$ cat config.mk
export PLATFORM = sky130hd
export DESIGN_NAME = stream_mux
export DESIGN_NICKNAME = d
export VERILOG_FILES = /design/src/rtl/stream_mux_pkg.sv /design/src/rtl/rr_arbiter.sv /design/src/rtl/stream_mux.sv
export SDC_FILE = /design/constraint.sdc
export NUM_CORES = 1
export LEC_CHECK = 0
export CORE_ASPECT_RATIO = 0.5
export CORE_MARGIN = 3
export CORE_UTILIZATION = 35
export CTS_CLUSTER_DIAMETER = 40
export DETAILED_ROUTE_END_ITERATION = 16
export GPL_TIMING_DRIVEN = 0
export PLACE_DENSITY = 0.87
export SYNTH_ARGS = -nofsm -noshare
export SYNTH_HDL_FRONTEND = slang
export SYNTH_HIERARCHICAL = 1
export SYNTH_SLANG_ARGS = --single-unit
$ cat constraint.sdc
create_clock -name clk -period 2.7 [get_ports clk]
set_clock_uncertainty 0.1 [all_clocks]
set_input_delay 0.27 -clock clk [delete_from_list [all_inputs] [get_ports clk]]
set_output_delay 0.27 -clock clk [all_outputs]
set_load 0.02 [all_outputs]
$ cat src/rtl/stream_mux_pkg.sv
// stream_mux_pkg: shared defaults and mode encodings for stream_mux.
// Holds the default geometry and the fixed/round-robin mode values.
package stream_mux_pkg;

    localparam int WIDTH_DEF    = 16;
    localparam int CHANNELS_DEF = 4;

    typedef enum logic {
        MODE_FIXED = 1'b0,
        MODE_RR    = 1'b1
    } mode_e;

endpackage

$ cat src/rtl/rr_arbiter.sv
// rr_arbiter: round-robin search over a request vector, starting at ptr+1.
// Produces a one-hot grant, its index and an any-grant flag.
module rr_arbiter
    import stream_mux_pkg::*;
#(
    parameter int CHANNELS = CHANNELS_DEF,
    parameter int SELW     = $clog2(CHANNELS)
) (
    input  logic [CHANNELS-1:0] req,
    input  logic [SELW-1:0]     ptr,
    output logic [CHANNELS-1:0] grant,
    output logic [SELW-1:0]     idx,
    output logic                any
);

    int c;

    // First requester after ptr, wrapping; ptr itself is checked last
    always_comb begin
        grant = '0;
        idx   = '0;
        any   = 1'b0;
        c     = 0;
        for (int k = 1; k <= CHANNELS; k++) begin
            c = (int'(ptr) + k) % CHANNELS;
            if (!any && req[c]) begin
                any      = 1'b1;
                grant[c] = 1'b1;
                idx      = SELW'(c);
            end
        end
    end

endmodule

$ cat src/rtl/stream_mux.sv
// stream_mux: registered N-channel valid/ready stream multiplexer.
// Round-robin arbitration is built only when STREAM_MUX_RR_EN is defined.
module stream_mux
    import stream_mux_pkg::*;
#(
    parameter int WIDTH    = WIDTH_DEF,
    parameter int CHANNELS = CHANNELS_DEF,
    parameter int SELW     = $clog2(CHANNELS)
) (
    input  logic                      clk,
    input  logic                      rst_n,
    input  logic [CHANNELS*WIDTH-1:0] in_data,
    input  logic [CHANNELS-1:0]       in_valid,
    output logic [CHANNELS-1:0]       in_ready,
    input  logic [SELW-1:0]           sel,
    input  logic                      mode,
    output logic [WIDTH-1:0]          out_data,
    output logic [SELW-1:0]           out_chan,
    output logic                      out_valid,
    input  logic                      out_ready
);

    logic            free;
    logic            fixed_ok;
    logic            gnt;
    logic [SELW-1:0] g;
    logic            load;
    logic [WIDTH-1:0] word;

    assign free     = rst_n && (!out_valid || out_ready);
    assign fixed_ok = int'(sel) < CHANNELS;

`ifdef STREAM_MUX_RR_EN
    logic [SELW-1:0]     ptr;
    logic [CHANNELS-1:0] rr_grant;
    logic [SELW-1:0]     rr_idx;
    logic                rr_any;

    rr_arbiter #(
        .CHANNELS (CHANNELS),
        .SELW     (SELW)
    ) u_arb (
        .req   (in_valid),
        .ptr   (ptr),
        .grant (rr_grant),
        .idx   (rr_idx),
        .any   (rr_any)
    );

    // Pick the grant source from the current mode
    always_comb begin
        if (mode == MODE_RR) begin
            g   = rr_idx;
            gnt = rr_any;
        end else begin
            g   = sel;
            gnt = fixed_ok;
        end
    end

    // Pointer moves to the winner only on round-robin loads
    always_ff @(posedge clk or negedge rst_n) begin
        if (!rst_n) begin
            ptr <= SELW'(CHANNELS - 1);
        end else if (load && mode == MODE_RR) begin
            ptr <= g;
        end
    end
`else
    logic unused_mode;

    assign unused_mode = mode;
    assign g           = sel;
    assign gnt         = fixed_ok;
`endif

    assign load = free && gnt && in_valid[g];
    assign word = in_data[int'(g)*WIDTH +: WIDTH];

    // Only the granted channel sees ready, and only when the register frees
    always_comb begin
        in_ready = '0;
        if (free && gnt) begin
            in_ready[g] = 1'b1;
        end
    end

    // One-entry output register: load, drain or hold
    always_ff @(posedge clk or negedge rst_n) begin
        if (!rst_n) begin
            out_valid <= 1'b0;
            out_data  <= '0;
            out_chan  <= '0;
        end else if (load) begin
            out_valid <= 1'b1;
            out_data  <= word;
            out_chan  <= g;
        end else if (out_ready) begin
            out_valid <= 1'b0;
        end
    end

endmodule
### Yosys cells after proc, flatten, opt, wreduce, memory -nomap -nowiden

Index checks and enable logic that the tools add are counted.

| operators by class | value |
|---|---|
| order comparisons | 2 |
| equal/unequal tests | 0 |
| bitwise gates (word level) | 0 |
| muxes and demuxes | 7 |
| shifts and indexed selects | 1 |
| $add $sub $neg | 0 |
| divide/modulo/power cells | 0 |
| reductions and logical operators | 6 |
| multiply operators | 0 |

Operators with widths:

| cell | number |
|---|---|
| variable part select 64 x 7 -> 16 bit | 1 |
| two-way mux 1 bit | 4 |
| two-way mux 4 bit | 1 |
| logical AND 1 bit | 3 |
| less-than comparator 2 x 3 -> 1 bit, second input constant | 1 |
| binary-select mux 1 bit (select 2 bit) | 1 |
| demux 1 bit (select 2 bit) | 1 |
| >= comparator 2 x 1 -> 1 bit, second input constant | 1 |
| nonzero test 2 bit | 1 |
| logical NOT 1 bit | 1 |
| logical OR 1 bit | 1 |

| word-level totals | value |
|---|---|
| bits in read-only memories | 0 |
| register bits after elaboration | 19 |
| input port bits | 74 |
| output and inout bits | 23 |
| bits in latches | 0 |
| RAM bits | 0 |
| memories kept | 0 |

### Longest topological paths before layout

Gate-level depths: netlist of the first run.

| depth | value |
|---|---|
| depth in word-level cells | 5 |
| depth in mapped cells | 4 |
| gate-level depth less buffers | 3 |

### Worst setup path after synthesis of the first run

No wires, ideal clock.

| timing path | value |
|---|---|
| path kind | input port to flip-flop |
| start point | input sel[0] |
| end point | register out_data[10] |
| data required time | 2472 ps |
| arrival | 1384 ps |
| stages | 4 |
| setup slack | 1088 ps |
| library setup time | 128 ps |
| path buffers | 1 |
| cell sequence | mux4_2 -> nand3_4 -> buf_6 -> mux2_1 |

| between the ends | value |
|---|---|
| cells in the longest elaborated chain, start to end | 3 |

RTL lines:

| element | line | source |
|---|---|---|
| from (decl) | stream_mux.sv:15 | `input logic [SELW-1:0] sel,` |
| branches (longest 3 deep; another with variable part select 64 x 7 -> 16 bit) | n/a |  |
| to (signal assigned) | stream_mux.sv:96 | `out_data <= word;` |
| to (decl) | stream_mux.sv:17 | `output logic [WIDTH-1:0] out_data,` |

Parallel ways; which one is timed is not known. The select of a mux whose other input is x is not followed.
A chain may end at the register's enable or synchronous reset.

### Worst setup path after layout of the first run

| timing path | value |
|---|---|
| start point | input sel[1] |
| end point | output in_ready[2] |

| between the ends | value |
|---|---|
| cells in the longest elaborated chain, start to end | 5 |

RTL lines:

| element | line | source |
|---|---|---|
| less-than comparator 2 x 3 -> 1 bit (not written as such) or >= comparator 2 x 1 -> 1 bit (tied branches) | stream_mux.sv:84 | `in_ready[g] = 1'b1;` |
| logical AND 1 bit (not written as such) | stream_mux.sv:84 |  |
| two-way mux 1 bit (not written as such) | stream_mux.sv:84 |  |
| demux 1 bit (select 2 bit) * | stream_mux.sv:84 |  |
| two-way mux 4 bit * | stream_mux.sv:83 | `if (free && gnt) begin` |
| to (decl) | stream_mux.sv:14 | `output logic [CHANNELS-1:0] in_ready,` |

Every way passes the cells marked *; elsewhere a longest branch is shown, timed or not.

==> results of run 1 <==
## how the worst min path moves through the flow
stage / startpoint / slack [ns] / depth (start not counted) / end
2_1_floorplan: rst_n / -0.13 / 0 / out_chan[0]
3_3_place_gp: out_data[13] / 0.37 / 1 / out_data[13]
3_5_place_dp: out_data[13] / 0.38 / 1 / out_data[13]
4_1_cts: rst_n / 0.25 / 1 / out_chan[1]
5_1_grt: rst_n / 0.35 / 3 / out_chan[0]
6_report: rst_n / 0.32 / 3 / out_chan[0]
## through the flow
stage / utilization [%] / hold WS (ns) / cells / TNS [ns]
3_5_place_dp: 70.0 / 0.380 / 208 / -0.540
5_1_grt: 71.6 / 0.347 / 213 / 0
2_1_floorplan: - / -0.126 / 73 / 0
3_3_place_gp: 70.0 / 0.374 / 208 / -0.571
6_report: 71.6 / 0.325 / 213 / 0
4_1_cts: 71.4 / 0.247 / 212 / 0
## cells in the final DEF (no fill, tap or decap)
master,instances
dfrtp_1,19
nand2_1,2
buf_6,1
buf_2,2
nand2b_1,1
mux2_1,9
a22o_1,1
dlygate4sd3_1,1
nand3_4,1
mux2_2,10
inv_1,1
nor3_1,2
clkbuf_8,3
clkdlybuf4s50_1,94
mux4_2,17
nor2_1,2
clkbuf_1,2
a31o_2,1
clkbuf_2,2
nand3_1,2
## Yosys cell counts, drive strengths merged
cell    count
dfrtp      19
mux2       19
mux4       17
buf         3
nand3       3
clkbuf      2
nand2       2
nor2        2
nor3        2
a22o        1
a31o        1
inv         1
nand2b      1
## power by group
group	leakage, nW	total (mW)	internal, mW	switching, mW
sequential	0.222	0.401	0.362	0.0384
clock	0.0228	0.193	0.105	0.0881
combinational	0.617	0.544	0.325	0.220
total	0.862	1.14	0.791	0.346
## what timing repair did
item	in CTS	in global routing
hold buffers	0	1
hold endpoints to repair	0	19
resized for setup	1	4
endpoints found under the setup margin	4	4
## worst max-delay path: stages
cell and delay [ns]:
clkdlybuf4s50_1 0.58, clkbuf_2 0.30, inv_1 0.09, nor3_1 0.17, clkdlybuf4s50_1 0.63
## registers in the layout, indices dropped and copies added, names as in the netlist
signal     cells
out_data      16
out_chan       2
out_valid      1
## cell families (layout without fill, tap and decap cells)
logic type,Yosys count,in the layout,synth area share (%)
AOI/OAI and AO/OA,2,2,1.48
buffers and inverters,6,106,2.75
DFF,19,19,40.3
muxes,36,36,50.5
and+or+nand+nor,10,10,4.98
## layer usage
layer  GRT usage (%)  part of all wire (%)  up-vias
met5               0                     0        -
met4            2.71                  0.52        0
met3            3.85                   3.0        2
met2            34.6                    58       25
met1            21.8                    38      549
li1                -                     -      495
## final cells by class
class                      instances  area share [%]
buffer                             5            1.34
clock buffer                       4            2.02
inverter                           1           0.168
multi-input combinational         48            30.1
sequential                        19            21.3
tap                               40            2.24
timing repair buffer              96            42.8
==> impl_metrics.tcl, run 1 <==
set metrics [dict create \
    status "completed" \
    dpl-instance-area_sq_mm 0.00218 \
    seq_area_frac_synth_pct 40.3 \
    chipWidth_um 88.2 \
    final_nets 248 \
    syn_inst 73 \
    p_leak_nw 0.862 \
    area_growth_pct 89.1 \
    nFillCells 219 \
    fin_area_sq_mm 0.00223 \
    synth_area_per_cell_sq_um 16.2 \
    place_hpwl_um 3020 \
    rr_startpoint "out_valid" \
    pre_cts_slack_ns -0.146 \
    diodes 0 \
    drcViolationCount 0 \
    wl_um 3640 \
    hold_violations 0 \
    timing_worst_setup_path_type "in2out" \
    routabilityCongestion 0.707 \
    max-clock-path-buffers 2 \
    die_area_sq_mm 0.00415 \
    multi_input_area_sq_um 673 \
    hold_path.class "in2reg" \
    cts_max_level 1 \
    maxCapViolations 0 \
    port_buffers 95 \
    syn-num-nets 147 \
    boundaryPins 97 \
    setup_violations 0 \
    grt_pass1_wl_um 5530 \
    drt-initial-drc-count 13 \
    required_ns 2.33 \
    p_per_area_mw_per_mm2 509 \
    r2r_slack_ns 1.15 \
    ys_seq_elements 19 \
    postRouteAntennaNets 0 \
    post-cts-setup-buffer-count 0 \
    worstMarginPinSlew_ns 0.838 \
    drive_gt1_share_pct 21.4 \
    drt-wirelength-per-cell_um 17.1 \
    endpoint "in_ready[2]" \
    rsz0062_at_grt "no" \
    ys_types 16 \
    yosysTopAreaCellShare_pct 40.3 \
    fin_total_pwr_mw 1.14 \
    endpoint_kind "output port" \
    max_freq_ghz 0.415 \
    first_pass_iters 4 \
    clock_latency_ns 0.25 \
    ff_latch_area_sq_um 475 \
    clk_pin_slew_ns 0.07 \
    die_h_um 47.1 \
    clkSinkCount 19 \
    antenna_found_initial 0 \
    period_minus_slack_ns 2.41 \
    tritoncts "done" \
    grt_overflow 0 \
    start_util_pct 37.9 \
    worst_ir_drop_vdd_v 0.000235 \
    cts_buffers 3 \
    grt_util_all_layers_pct 17.9 \
    reg2reg_depth 4 \
    synth.area.top_cells "dfrtp_1, mux4_2, mux2_2" \
    routed-via-count 1071 \
    maxSlewHeadroom_pct 43.9 \
    avgViaCountPerCell 5.03 \
    core_region_area_sq_mm 0.00312 \
    finalCritPeriodShare_pct 89.3 \
    grt_pass1_vias 1104 \
    r2r_end "out_data[8]" \
    timing_max_transition_violations_final 0 \
    worst_slack_ns 0.290 \
    cp.arrival_ns 2.04 \
    critPathLaunch "sel[1]" \
    netlist_area_sq_mm 0.00118 \
    clockRootBuffer "clkbuf_8" \
    start_kind "primary input" \
    grt_max_degree 25 \
    cp_max_fo 10 \
    synth_top_cell_by_area "dfrtp_1" \
    rows 14 \
    ys_warn_count 6 \
]
No activity file was read; power rests on OpenSTA's default activity.
==> run 2: changes to the inputs <==
- GPL_TIMING_DRIVEN: 0 -> unset
- SYNTH_HIERARCHICAL: 1 -> unset
==> run 2 against run 1 <==
Hold slack better by 0.025 ns. Highest routed layer unchanged. Die area did not move. Sequential power about the same. Final cell count is 0.94% lower. Total power rose by 0.38%. Critical path type unchanged. Utilization shrank 0.16 points. Register-to-register slack gained 0.02 ns. Largest cell class unchanged. Count of clock-buffer cells in the layout did not move. Area after synthesis unchanged. Sequential cell count did not move. Fmax rose by 1.7%.
==> impl_metrics.tcl, run 2 <==
set metrics [dict create \
    yosys.area_share.xor_xnor_pct 0 \
    hold-worst-slack_ns 0.350 \
    synth_top_family_by_area "multiplexers" \
    ys_seq_elements 19 \
    port_buffers 95 \
    synthAdderAreaFrac_pct 0 \
    synth_ff_type "dfrtp_1" \
    reg2reg_depth 3 \
    yosys.area_share.simple_pct 4.98 \
    seq_area_frac_synth_pct 40.3 \
    switching_share_pct 30.7 \
    die_h_um 47.1 \
    grt_overflow 0 \
    clkPwrFrac_pct 17.1 \
    timing_worst_setup_path_type "in2out" \
    grt_pass1_vias 1150 \
    p_int_mw 0.791 \
    r2r_end "out_data[7]" \
    grt_util_all_layers_pct 18.6 \
    tns_ns 0 \
    wl_um 3690 \
    status "completed" \
    p_sw_mw 0.351 \
    r2r_slack_ns 1.17 \
    synth.area.top_cells "dfrtp_1, mux4_2, mux2_2" \
    ys_warn_count 0 \
    first_pass_iters 4 \
    drt-initial-drc-count 42 \
    post-cts-setup-buffer-count 0 \
    boundaryPins 97 \
    p_comb_share_pct 47.6 \
    postRouteAntennaNets 0 \
    clockRootBuffer "clkbuf_8" \
    worst_ir_drop_vdd_v 0.000233 \
    regMostFlops "out_data" \
    cp.arrival_ns 2.00 \
    maxSlewHeadroom_pct 68.0 \
    area_growth_pct 88.7 \
    core_region_area_sq_mm 0.00312 \
    synth_top_cell_by_area "dfrtp_1" \
    finalCritPeriodShare_pct 87.8 \
    ys_types 16 \
    netlist_area_sq_mm 0.00118 \
    biggestRegsByFlops "out_data: 16 flops, out_chan: 2 flops, out_valid: 1 flops" \
    synth_area_per_cell_sq_um 16.2 \
    p_per_area_mw_per_mm2 513 \
    post_cts_resized 0 \
    drt-wirelength-per-cell_um 17.5 \
    nFillCells 229 \
    clock_latency_ns 0.25 \
    chipWidth_um 88.2 \
    place_hpwl_um 3020 \
    ff_latch_area_sq_um 475 \
    seq_power_share_pct 35.3 \
    antenna_found_initial 0 \
    setup_violations 0 \
    maxCapViolations 0 \
    yosysMostFrequentCell "dfrtp_1" \
    start_util_pct 37.9 \
    yosysTopAreaCellShare_pct 40.3 \
    tritoncts "done" \
    endpoint_kind "output port" \
    max-clock-path-buffers 2 \
    syn_inst 73 \
    grt_max_degree 23 \
    rsz0062_at_grt "no" \
    avgViaCountPerCell 5.01 \
    clkSinkCount 19 \
    routabilityCongestion 0.722 \
    start_kind "primary input" \
    die_area_sq_mm 0.00415 \
    hold_path.class "in2async" \
    async_flop_share_pct 100 \
    cts_max_level 1 \
    cp_max_fo 11 \
    synth_compound_area_share_pct 1.48 \
    max_freq_ghz 0.422 \
    final_common_cell "clkdlybuf4s50_1" \
    multi_input_area_sq_um 673 \
    rr_startpoint "out_valid" \
    timing_max_transition_violations_final 0 \
    drive_gt1_share_pct 21.1 \
    p_leak_nw 0.858 \
    drcViolationCount 0 \
    muxShareOfSynthArea_pct 50.5 \
    rows 14 \
    required_ns 2.33 \
    worstMarginPinSlew_ns 0.478 \
    hold_buffers 0 \
    clk_pin_slew_ns 0.07 \
    hold_violations 0 \
    layout_common_cells "clkdlybuf4s50_1, dfrtp_1, mux4_2" \
    cts_buffers 3 \
    synth_edf_count 0 \
    largest_reg_flops 16 \
    syn-num-nets 147 \
    routed-via-count 1057 \
    final_nets 246 \
    diodes 0 \
    period_minus_slack_ns 2.37 \
    grt_pass1_wl_um 5650 \
    synthTopCellsByCount "dfrtp_1, mux4_2, mux2_2, mux2_1" \
]
-- run 2: how the worst max path moves through the flow --
stage	to	slack (ns)	depth (start not counted)	from
finish	in_ready[2]	0.33	4	sel[1]
global route	in_ready[2]	0.23	4	sel[1]
CTS	in_ready[2]	0.31	4	sel[1]
detailed placement	in_ready[2]	0.34	4	sel[1]
global placement	in_ready[2]	0.42	4	sel[1]
floorplan	out_data[10]	1.09	4	sel[0]
-- run 2: kinds of logic (layout without fill, tap and decap cells) --
family          count (synthesis)  in the layout
compound gates                  2              2
mux                            36             36
buf+inv                         6            104
flops                          19             19
simple gates                   10             10
-- run 2: critical path, cell delays in order --
cell and delay [ns]:
clkdlybuf4s50_1 0.77, inv_1 0.12, nor3_1 0.20, clkdlybuf4s50_1 0.65
-- run 2: cell type report --
class / count / area share, %
tap: 40 / 2.25
clock buffer: 4 / 2.02
multi-input combinational: 48 / 30.2
timing repair buffer: 99 / 44.0
sequential: 19 / 21.3
inverter: 1 / 0.168
-- run 2: power groups by stage --
stage               Clock (mW)  Sequential (mW)  Combinational (mW)
floorplan                    0            0.502               0.143
global placement             0            0.403               0.537
detailed placement           0            0.408               0.546
CTS                      0.202            0.404               0.550
global route             0.213            0.412               0.579
finish                   0.196            0.403               0.543
-- run 2: metal layers --
metal	global-route usage (%)	share of wire, %	wire, um
met5	0	0	0
met4	4.52	1.0	38
met3	3.68	3.9	145
met2	33.5	56	2080
met1	23.9	39	1430
-- run 2: per-stage QoR --
| stage | total power, mW | cells | util, % | worst slack, ns | instance area [sq um] |
|---|---|---|---|---|---|
| 6_report | 1.14 | 211 | 71.5 | 0.329 | 2230 |
| 5_1_grt | 1.20 | 211 | 71.5 | 0.228 | 2230 |
| 4_1_cts | 1.16 | 211 | 71.5 | 0.314 | 2230 |
| 3_5_place_dp | 0.954 | 207 | 70.0 | 0.343 | 2180 |
| 3_3_place_gp | 0.939 | 207 | 70.0 | 0.415 | 2180 |
| 2_1_floorplan | 0.645 | 73 | - | 1.09 | 1180 |
==> run 3: changes to the inputs <==
- CAP_MARGIN: unset -> 0
==> results of run 3 <==
The final DEF is identical to that of run 2; final timing and power are the same.
